<file path="src/rtl/alu_pkg.sv">
// Shared opcode map, FSM encoding and opcode-class helper for the multi-cycle ALU.
package alu_pkg;

   // Legacy 3-bit op set occupies 0..7; extended ops follow.
   localparam logic [3:0] OP_HLT = 4'd0;
   localparam logic [3:0] OP_SKZ = 4'd1;
   localparam logic [3:0] OP_ADD = 4'd2;
   localparam logic [3:0] OP_AND = 4'd3;
   localparam logic [3:0] OP_XOR = 4'd4;
   localparam logic [3:0] OP_LDA = 4'd5;
   localparam logic [3:0] OP_STO = 4'd6;
   localparam logic [3:0] OP_JMP = 4'd7;
   localparam logic [3:0] OP_SUB = 4'd8;
   localparam logic [3:0] OP_OR  = 4'd9;
   localparam logic [3:0] OP_SHL = 4'd10;
   localparam logic [3:0] OP_SHR = 4'd11;
   localparam logic [3:0] OP_MUL = 4'd12;

   localparam logic [0:0] ST_IDLE = 1'b0;
   localparam logic [0:0] ST_MUL  = 1'b1;

   // MUL is only legal when the iterative multiplier is built in.
   function automatic logic is_legal(input logic [3:0] op, input logic mul_en);
      return (op < OP_MUL) || ((op == OP_MUL) && mul_en);
   endfunction

endpackage

</file>
<file path="src/rtl/alu_mul_iter.sv">
// Shift-add multiplier: one multiplier bit per cycle, WIDTH cycles after start.
module alu_mul_iter
   import alu_pkg::*;
#(
   parameter int unsigned WIDTH = 8
) (
   input  logic               alu_clk,
   input  logic               reset,
   input  logic               start,
   input  logic [WIDTH-1:0]   op_a,
   input  logic [WIDTH-1:0]   op_b,
   output logic [2*WIDTH-1:0] product,
   output logic               done
);

   localparam int unsigned CW = (WIDTH > 1) ? $clog2(WIDTH) : 1;
   localparam logic [CW-1:0] LAST = CW'(WIDTH - 1);

   logic               busy_q;
   logic [CW-1:0]      cnt_q;
   logic [2*WIDTH-1:0] mcand_q;
   logic [WIDTH-1:0]   mplier_q;
   logic [2*WIDTH-1:0] acc_q;
   logic [2*WIDTH-1:0] acc_nxt;

   // Partial-product accumulate for the current multiplier bit.
   always_comb begin
      acc_nxt = acc_q;
      if (mplier_q[0]) begin
         acc_nxt = acc_q + mcand_q;
      end
   end

   // Final product is presented combinationally in the last iteration cycle.
   assign product = acc_nxt;
   assign done    = busy_q && (cnt_q == LAST);

   // Iteration state: load on start, then shift one bit per cycle.
   always_ff @(posedge alu_clk) begin
      if (reset) begin
         busy_q   <= 1'b0;
         cnt_q    <= '0;
         mcand_q  <= '0;
         mplier_q <= '0;
         acc_q    <= '0;
      end else if (start) begin
         busy_q   <= 1'b1;
         cnt_q    <= '0;
         mcand_q  <= {{WIDTH{1'b0}}, op_a};
         mplier_q <= op_b;
         acc_q    <= '0;
      end else if (busy_q) begin
         acc_q    <= acc_nxt;
         mcand_q  <= {mcand_q[2*WIDTH-2:0], 1'b0};
         mplier_q <= {1'b0, mplier_q[WIDTH-1:1]};
         cnt_q    <= cnt_q + CW'(1);
         if (done) begin
            busy_q <= 1'b0;
         end
      end
   end

endmodule

</file>
<file path="src/rtl/alu_mc.sv">
// Multi-cycle accumulator ALU with valid/ready issue and registered flags.
module alu_mc
   import alu_pkg::*;
#(
   parameter int unsigned WIDTH  = 8,
   parameter bit          MUL_EN = 1'b1
) (
   input  logic             alu_clk,
   input  logic             reset,
   input  logic             in_valid,
   output logic             in_ready,
   input  logic [3:0]       opcode,
   input  logic [WIDTH-1:0] data,
   input  logic [WIDTH-1:0] accum,
   output logic [WIDTH-1:0] alu_out,
   output logic             out_valid,
   output logic             zero,
   output logic             carry,
   output logic             illegal,
   output logic             acc_zero
);

   logic [0:0]         state_q;
   logic [WIDTH-1:0]   alu_out_q;
   logic               zero_q;
   logic               carry_q;
   logic               illegal_q;
   logic               out_valid_q;

   logic [WIDTH:0]     sum;
   logic [WIDTH-1:0]   res_d;
   logic               carry_d;
   logic               legal;
   logic               accept;
   logic               mul_start;
   logic [2*WIDTH-1:0] mul_prod;
   logic               mul_done;

   assign in_ready  = (state_q == ST_IDLE);
   assign accept    = in_valid && in_ready;
   assign legal     = is_legal(opcode, MUL_EN);
   assign mul_start = accept && legal && (opcode == OP_MUL);
   assign sum       = {1'b0, accum} + {1'b0, data};
   assign acc_zero  = ~(|accum);

   // Single-cycle result; reserved opcodes and MUL fall through to zero.
   always_comb begin
      res_d   = '0;
      carry_d = 1'b0;
      case (opcode)
         OP_HLT, OP_SKZ, OP_STO, OP_JMP: res_d = accum;
         OP_ADD: begin
            res_d   = sum[WIDTH-1:0];
            carry_d = sum[WIDTH];
         end
         OP_AND: res_d = accum & data;
         OP_XOR: res_d = accum ^ data;
         OP_LDA: res_d = data;
         OP_SUB: begin
            res_d   = accum - data;
            carry_d = (data > accum);
         end
         OP_OR:  res_d = accum | data;
         OP_SHL: begin
            res_d   = {accum[WIDTH-2:0], 1'b0};
            carry_d = accum[WIDTH-1];
         end
         OP_SHR: begin
            res_d   = {1'b0, accum[WIDTH-1:1]};
            carry_d = accum[0];
         end
         default: begin
            res_d   = '0;
            carry_d = 1'b0;
         end
      endcase
   end

   // Multiplier exists only when enabled; otherwise MUL never starts.
   if (MUL_EN) begin : g_mul
      alu_mul_iter #(
         .WIDTH(WIDTH)
      ) u_mul (
         .alu_clk (alu_clk),
         .reset   (reset),
         .start   (mul_start),
         .op_a    (accum),
         .op_b    (data),
         .product (mul_prod),
         .done    (mul_done)
      );
   end else begin : g_no_mul
      assign mul_prod = '0;
      assign mul_done = 1'b0;
   end

   // FSM and result/flag registers; all outputs move only on a result write.
   always_ff @(posedge alu_clk) begin
      if (reset) begin
         state_q     <= ST_IDLE;
         alu_out_q   <= '0;
         zero_q      <= 1'b1;
         carry_q     <= 1'b0;
         illegal_q   <= 1'b0;
         out_valid_q <= 1'b0;
      end else begin
         out_valid_q <= 1'b0;
         if (state_q == ST_IDLE) begin
            if (mul_start) begin
               state_q <= ST_MUL;
            end else if (accept) begin
               alu_out_q   <= res_d;
               zero_q      <= (res_d == '0);
               carry_q     <= carry_d;
               illegal_q   <= ~legal;
               out_valid_q <= 1'b1;
            end
         end else if (mul_done) begin
            alu_out_q   <= mul_prod[WIDTH-1:0];
            zero_q      <= (mul_prod[WIDTH-1:0] == '0);
            carry_q     <= |mul_prod[2*WIDTH-1:WIDTH];
            illegal_q   <= 1'b0;
            out_valid_q <= 1'b1;
            state_q     <= ST_IDLE;
         end
      end
   end

   assign alu_out   = alu_out_q;
   assign zero      = zero_q;
   assign carry     = carry_q;
   assign illegal   = illegal_q;
   assign out_valid = out_valid_q;

endmodule

</file>
<file path="config.mk">
export PLATFORM = sky130hd
export DESIGN_NAME = alu_mc
export DESIGN_NICKNAME = d
export VERILOG_FILES = /design/src/rtl/alu_pkg.sv /design/src/rtl/alu_mul_iter.sv /design/src/rtl/alu_mc.sv
export SDC_FILE = /design/constraint.sdc
export NUM_CORES = 1
export LEC_CHECK = 0
export CAP_MARGIN = 40
export CORE_MARGIN = 2
export CORE_UTILIZATION = 35
export DETAILED_ROUTE_END_ITERATION = 12
export PLACE_DENSITY = 0.57
export RECOVER_POWER = 50
export SKIP_CTS_REPAIR_TIMING = 1
export SLEW_MARGIN = 20
export SYNTH_ARGS = -nofsm -noshare
export SYNTH_HDL_FRONTEND = slang
export SYNTH_SLANG_ARGS = --single-unit
export TNS_END_PERCENT = 50
</file>
<file path="constraint.sdc">
create_clock -name alu_clk -period 2.7 [get_ports alu_clk]
set_clock_uncertainty 0.1 [all_clocks]
set_input_delay 0.27 -clock alu_clk [delete_from_list [all_inputs] [get_ports alu_clk]]
set_output_delay 0.27 -clock alu_clk [all_outputs]
set_load 0.02 [all_outputs]
</file>
==> results of run 1 <==
==> tightest hold or removal path, cell delays in order (launching register included) <==
cell	delay, ns
dfxtp_1	0.30
nand2_1	0.05
a21oi_1	0.05
==> cell families (layout without fill, tap and decap cells) <==
group                    count (synthesis)  after routing  synth area share
XOR/XNOR                                15             15           0.02736
AO/OA/AOI/OAI                          173            173            0.2665
adder cells (fa/ha/maj)                 45             45            0.1214
flip-flops                              57             57            0.2376
AND/OR/NAND/NOR                        194            194            0.1946
multiplexers                            44             44           0.09276
buffers and inverters                   70            219           0.05966
==> routing by layer <==
metal	share of wire	GRT usage	vias to the layer above	wire length, um
met1	0.47	0.3068	2408	7503
li1	-	-	2508	-
met4	0.014	0.04167	0	217
met2	0.47	0.3732	120	7558
met3	0.043	0.03947	22	694
met5	0	0	-	0
==> state kept, by name, indices dropped and copies added, names as in the netlist <==
signal / flops
alu_out: 8
carry: 1
g_mul.u_mul.acc_q: 16
g_mul.u_mul.busy_q: 1
g_mul.u_mul.cnt_q: 3
g_mul.u_mul.mcand_q: 16
g_mul.u_mul.mplier_q: 8
illegal: 1
out_valid: 1
state_q: 1
zero: 1
==> through the flow <==
| step | utilization | cells | cell area (um^2) |
|---|---|---|---|
| 2_1_floorplan | - | 598 | 4802 |
| 3_3_place_gp | 0.4657 | 902 | 6191 |
| 3_5_place_dp | 0.4657 | 902 | 6191 |
| 4_1_cts | 0.4897 | 918 | 6511 |
| 5_1_grt | 0.5078 | 923 | 6751 |
| 6_report | 0.5078 | 923 | 6751 |
==> path summary, 6_finish.rpt <==
path / from / endpoint / slack [ns] / depth (start not counted)
max: g_mul.u_mul.acc_q[0] / carry / 0.04 / 11
max reg2reg: g_mul.u_mul.acc_q[0] / carry / 0.04 / 11
min: alu_out[0] / alu_out[0] / 0.35 / 2
min reg2reg: alu_out[0] / alu_out[0] / 0.35 / 2
==> cells in the final DEF (no fill, tap or decap), types with 4 or more instances in the layout <==
| cell | Yosys | final |
|---|---|---|
| o21bai_1 | 5 | 5 |
| nor2_1 | 64 | 64 |
| a22oi_1 | 8 | 8 |
| a21oi_2 | 1 | 8 |
| nand4_1 | 5 | 5 |
| and3_1 | 7 | 7 |
| o22ai_1 | 9 | 9 |
| xnor2_1 | 11 | 11 |
| mux2i_1 | 40 | 40 |
| dlygate4sd3_1 | 0 | 13 |
| a221oi_1 | 5 | 4 |
| dfxtp_1 | 57 | 54 |
| ha_1 | 41 | 33 |
| ha_4 | 0 | 6 |
| buf_4 | 2 | 127 |
| nand2b_1 | 14 | 14 |
| a211o_1 | 4 | 4 |
| a21o_1 | 5 | 5 |
| a21oi_1 | 38 | 31 |
| nor2b_1 | 13 | 12 |
| nand2_1 | 39 | 39 |
| nand3_1 | 17 | 15 |
| xor2_1 | 4 | 4 |
| o21ai_0 | 12 | 11 |
| inv_1 | 36 | 32 |
| dlymetal6s2s_1 | 0 | 6 |
| clkdlybuf4s50_1 | 0 | 17 |
| clkbuf_16 | 0 | 9 |
| a211oi_1 | 26 | 26 |
| nor3_1 | 13 | 11 |
| o211ai_1 | 9 | 9 |
| inv_2 | 0 | 4 |
| a31oi_1 | 4 | 4 |
==> area by class of cell <==
class                           instances  share of cell area
Clock inverter                          7             0.01408
Multi-Input combinational cell        471              0.5304
Timing Repair Buffer                  167              0.2000
Inverter                               36             0.02001
Sequential cell                        57              0.1696
Clock buffer                            9             0.03336
Tap cell                              176             0.03262
==> power by group <==
group	switching, mW	internal [mW]	total, mW
registers	0.0157	0.865	0.881
logic	0.351	0.325	0.676
clock network	0.421	0.806	1.23
==> results.py, run 1 <==
metrics = {
    "worst_setup_path": {
        "crit_chain": "ha_4 > inv_1 > fa_2 > nor2b_4 > o2111a_1 > o31ai_2 > o211ai_1 > xor2_1 > a211o_1 > nor4_4 > a31oi_1",
        "max_stage_delay_ns": 0.39,
        "end_kind": "register",
        "path_class": "reg2reg",
        "cp_top_family": "compound AO/OA/AOI/OAI gates",
        "required_ns": 2.80,
        "start_kind": "register",
        "cp_max_fo": 3,
        "timing.critical_path.buf_inv": 1,
        "cpMaxStageDelayCell": "fa_2",
        "crit_arrival_ns": 2.76,
    },
    "global_route": {
        "grt_overflow": 0,
        "antenna_found_initial": 0,
        "grt_usage": 0.2244,
        "grt_start_max_net_pins": 35,
        "grt_pass1_wl_mm": 26.16,
        "grt_pass1_vias": 5078,
    },
    "cells_and_area": {
        "n_antenna_cell": 0,
        "fillers": 1323,
        "regArea_um2": 1145,
        "multi_input_area_um2": 3581,
        "syn_to_final_growth_pct": 40.59,
        "num-nets-final": 809,
        "drive_gt1_frac": 0.2691,
    },
    "timing": {
        "tightestPinTransition_ns": 0.6236,
        "relSlewSlack": 0.5735,
        "period_needed_ns": 2.660,
        "setup_viol": 0,
        "period_share": 0.9850,
        "setup_tns_ns": 0,
        "holdWs_ns": 0.3505,
        "clock.fmax_ghz": 0.3760,
        "fin_ws_ns": 0.04048,
        "hold_violations": 0,
        "drv_slew": 0,
        "rsz0062_at_grt": "yes",
    },
    "synthesis": {
        "synth_top_area_frac": 0.2376,
        "synth.cell_area_um2": 4802,
        "syn_inst": 598,
        "synth-seq-cells": 57,
        "synthTopCellsByCount": "64 x nor2_1, 57 x dfxtp_1, 41 x ha_1",
        "synth_cell_type_count": 74,
        "synth_most_common_cell": "nor2_1",
        "yosysTopAreaCell": "dfxtp_1",
        "syn_avg_cell_area_um2": 8.030,
        "ys_top_cells_by_area": "dfxtp_1 24%, ha_1 11%, mux2i_1 8.3%",
        "async_flop_share": 0,
        "synth_ff_type": "dfxtp_1",
        "synth_enable_flop_cells": 0,
        "synth_fp_nets": 665,
        "yosysWarnings": 0,
        "ys_seq_area_frac": 0.2376,
    },
    "placement": {
        "dp_slack_ns": -0.6814,
        "gp_congestion": 0.9602,
        "dp_hpwl_mm": 12.54,
        "portBuffers": 36,
    },
    "drt": {
        "totalWireLength_mm": 15.97,
        "wire_per_inst_um": 17.31,
        "antenna_left": 0,
        "via_per_inst": 5.480,
        "drc_errors": 0,
        "dr.first_iter.drc_count": 384,
        "drtPass1Iterations": 5,
        "vias": 5058,
    },
    "floorplan": {
        "start_util": 0.3612,
        "num_rows": 42,
        "io_pins": 37,
        "dieWidth_um": 121.1,
        "die_area_um2": 14670,
        "dieHeight_um": 121.1,
        "core_area_um2": 13300,
    },
    "clock_network": {
        "cts_max_level": 3,
        "cts_root_buf": "clkbuf_16",
        "cts_tree": "built",
        "clkTransAtPathRegs_ns": 0.05,
        "cts.sinks": 57,
        "clk_path_buf_depth": 2,
        "cts_buffers": 9,
        "clock_latency_ns": 0.33,
    },
    "pwr": {
        "vdd_drop_max_mv": 0.3109,
        "powerDensity_nw_per_um2": 412.4,
        "leakage_nw": 2.854,
        "total_power_mw": 2.784,
    },
    "worst_hold_path": {
        "hold_path.class": "reg2reg",
    },
    "run": {
        "maxCapViolations": 0,
    },
    "outcome": {
        "status": "finished, final reports clean",
    },
}
(Power assumes the default switching activity.)
==> run 2: changes to the inputs <==
- CTS_CLUSTER_SIZE: unset -> 12
==> results of run 2 <==
Final layout, timing and power as in run 1 (identical DEF).
==> run 3: changes to the inputs <==
- CORE_ASPECT_RATIO: unset -> 2
==> run 3 against run 2 <==
Effect of this change: hold slack lost 0.024 ns; largest power group unchanged; combinational power up 8.9%; final cell count down 0.43%.
==> results.py, run 3 (synthesis gave the netlist of run 1 again) <==
metrics = {
    "cells_and_area": {
        "reg.largest.list": "g_mul.u_mul.acc_q: 16 flops, g_mul.u_mul.mcand_q: 16 flops",
        "syn_to_final_growth_pct": 45.28,
        "drive_gt1_frac": 0.2958,
        "finalNonFillerCells": 919,
        "most-common-layout-cells": "140 x buf_4, 63 x nor2_1, 54 x dfxtp_1",
        "n_antenna_cell": 0,
        "design_area_um2": 6977,
        "layout_commonest_cell": "buf_4",
        "num-nets-final": 826,
    },
    "worst_setup_path": {
        "timing.critical_path.buf_inv": 3,
        "cp_top_family": "compound AO/OA/AOI/OAI gates",
        "start_kind": "register",
        "required_ns": 2.81,
        "r2r-start": "g_mul.u_mul.mcand_q[0]",
        "end_kind": "register",
        "max_stage_delay_ns": 0.34,
        "path_class": "reg2reg",
        "crit_chain": "ha_4 > inv_2 > fa_2 > nor2b_4 > buf_6 > o2111ai_4 > and3_4 > nor2_2 > a311oi_1 > buf_4 > o211ai_1 > nor4_2 > a31oi_1",
        "crit_arrival_ns": 2.76,
        "cp-startpoint": "g_mul.u_mul.mcand_q[0]",
        "cpMaxStageDelayCell": "dfxtp_2",
        "cp_max_fo": 3,
    },
    "drt": {
        "vias": 5219,
        "antenna_left": 0,
        "via_per_inst": 5.679,
        "drc_errors": 0,
        "totalWireLength_mm": 17.80,
        "drtPass1Iterations": 5,
        "wire_per_inst_um": 19.37,
        "dr.first_iter.drc_count": 248,
    },
    "global_route": {
        "grt_pass1_vias": 5434,
        "antenna_found_initial": 0,
        "grt_usage": 0.2471,
        "grt_start_max_net_pins": 56,
        "grt_pass1_wl_mm": 27.73,
        "grt_overflow": 0,
    },
    "worst_hold_path": {
        "hold_path.class": "in2reg",
        "hp-start": "accum[0]",
    },
    "clock_network": {
        "clock_latency_ns": 0.34,
        "cts.sinks": 57,
        "cts_root_buf": "clkbuf_16",
        "clkTransAtPathRegs_ns": 0.06,
        "cts_tree": "built",
        "cts_max_level": 3,
        "cts_buffers": 9,
        "clk_path_buf_depth": 2,
    },
    "run": {
        "maxCapViolations": 0,
    },
    "pwr": {
        "total_power_mw": 2.985,
        "leakage_nw": 2.981,
        "powerDensity_nw_per_um2": 427.8,
        "vdd_drop_max_mv": 0.3301,
    },
    "timing": {
        "relSlewSlack": 0.5170,
        "setup_viol": 0,
        "rsz0062_at_grt": "yes",
        "tightestPinTransition_ns": 0.7245,
        "drv_slew": 0,
        "clock.fmax_ghz": 0.3774,
        "period_needed_ns": 2.650,
        "fin_ws_ns": 0.05038,
        "period_share": 0.9813,
        "hold_violations": 0,
    },
    "placement": {
        "gp_congestion": 0.9441,
        "placed_cells": 897,
        "portBuffers": 36,
        "dp_hpwl_mm": 14.37,
        "dp_slack_ns": -0.6481,
        "placed_area_um2": 6297,
    },
    "floorplan": {
        "core_area_um2": 13440,
        "die_area_um2": 14730,
        "io_pins": 37,
        "start_util": 0.3574,
        "dieHeight_um": 169.7,
        "dieWidth_um": 86.83,
        "num_rows": 60,
    },
    "outcome": {
        "status": "finished, final reports clean",
    },
}
## run 3: cell types whose count changed in the layout (fill, tap and decap cells not counted), sizes merged
| cell | change |
|---|---|
| inv | +2 |
| dlymetal6s2s | +1 |
| clkbuf | +1 |
| bufinv | +1 |
| clkdlybuf4s50 | -2 |
| clkinv | -2 |
| buf | +17 |
| clkinvlp | -1 |
## run 3: worst register-to-register path: stages (launching register included)
cell	delay, ns
dfxtp_2	0.34
ha_4	0.16
inv_2	0.05
fa_2	0.23
nor2b_4	0.05
buf_6	0.12
o2111ai_4	0.23
and3_4	0.23
nor2_2	0.06
a311oi_1	0.29
buf_4	0.19
o211ai_1	0.12
nor4_2	0.28
a31oi_1	0.10
## run 3: final timing paths
kind                       endpoint  slack [ns]  cells after the start
max                           carry        0.05                     13
min          g_mul.u_mul.mcand_q[0]        0.33                      4
min reg2reg              alu_out[7]        0.36                      2
max reg2reg                   carry        0.05                     13
## run 3: layout make-up
type                       count  area, um^2
clock inverter                 7       125.1
inverter                      36       135.1
clock buffer                   9       225.2
timing repair buffer         184        1504
multi-input combinational    471        3649
fill                        1275        6461
sequential                    57        1145
tap                          155       193.9
## run 3: layer usage
metal  vias to the layer above  wire, um  share of wire  global-route usage
met2                       129     10270           0.58              0.4839
met3                        77       339          0.019             0.02140
met4                         0      1698          0.095              0.2038
met1                      2482      5489           0.31              0.2120
met5                         -         0              0                   0
li1                       2531         -              -                   -
## run 3: metrics by stage
| stage | utilization | hold slack [ns] | setup TNS [ns] |
|---|---|---|---|
| detailed placement | 0.4686 | 0.3545 | -3.824 |
| finish | 0.5192 | 0.3262 | 0 |
| floorplan | - | 0.3010 | 0 |
| global route | 0.5192 | 0.3504 | -0.1298 |
| global placement | 0.4686 | 0.3457 | -3.620 |
| CTS | 0.4947 | 0.3632 | -1.039 |
## run 3: power by group
group	total (mW)	internal (mW)	switching (mW)
logic	0.736	0.362	0.374
registers	0.882	0.865	0.0175
clock network	1.37	0.911	0.456
total	2.98	2.14	0.847
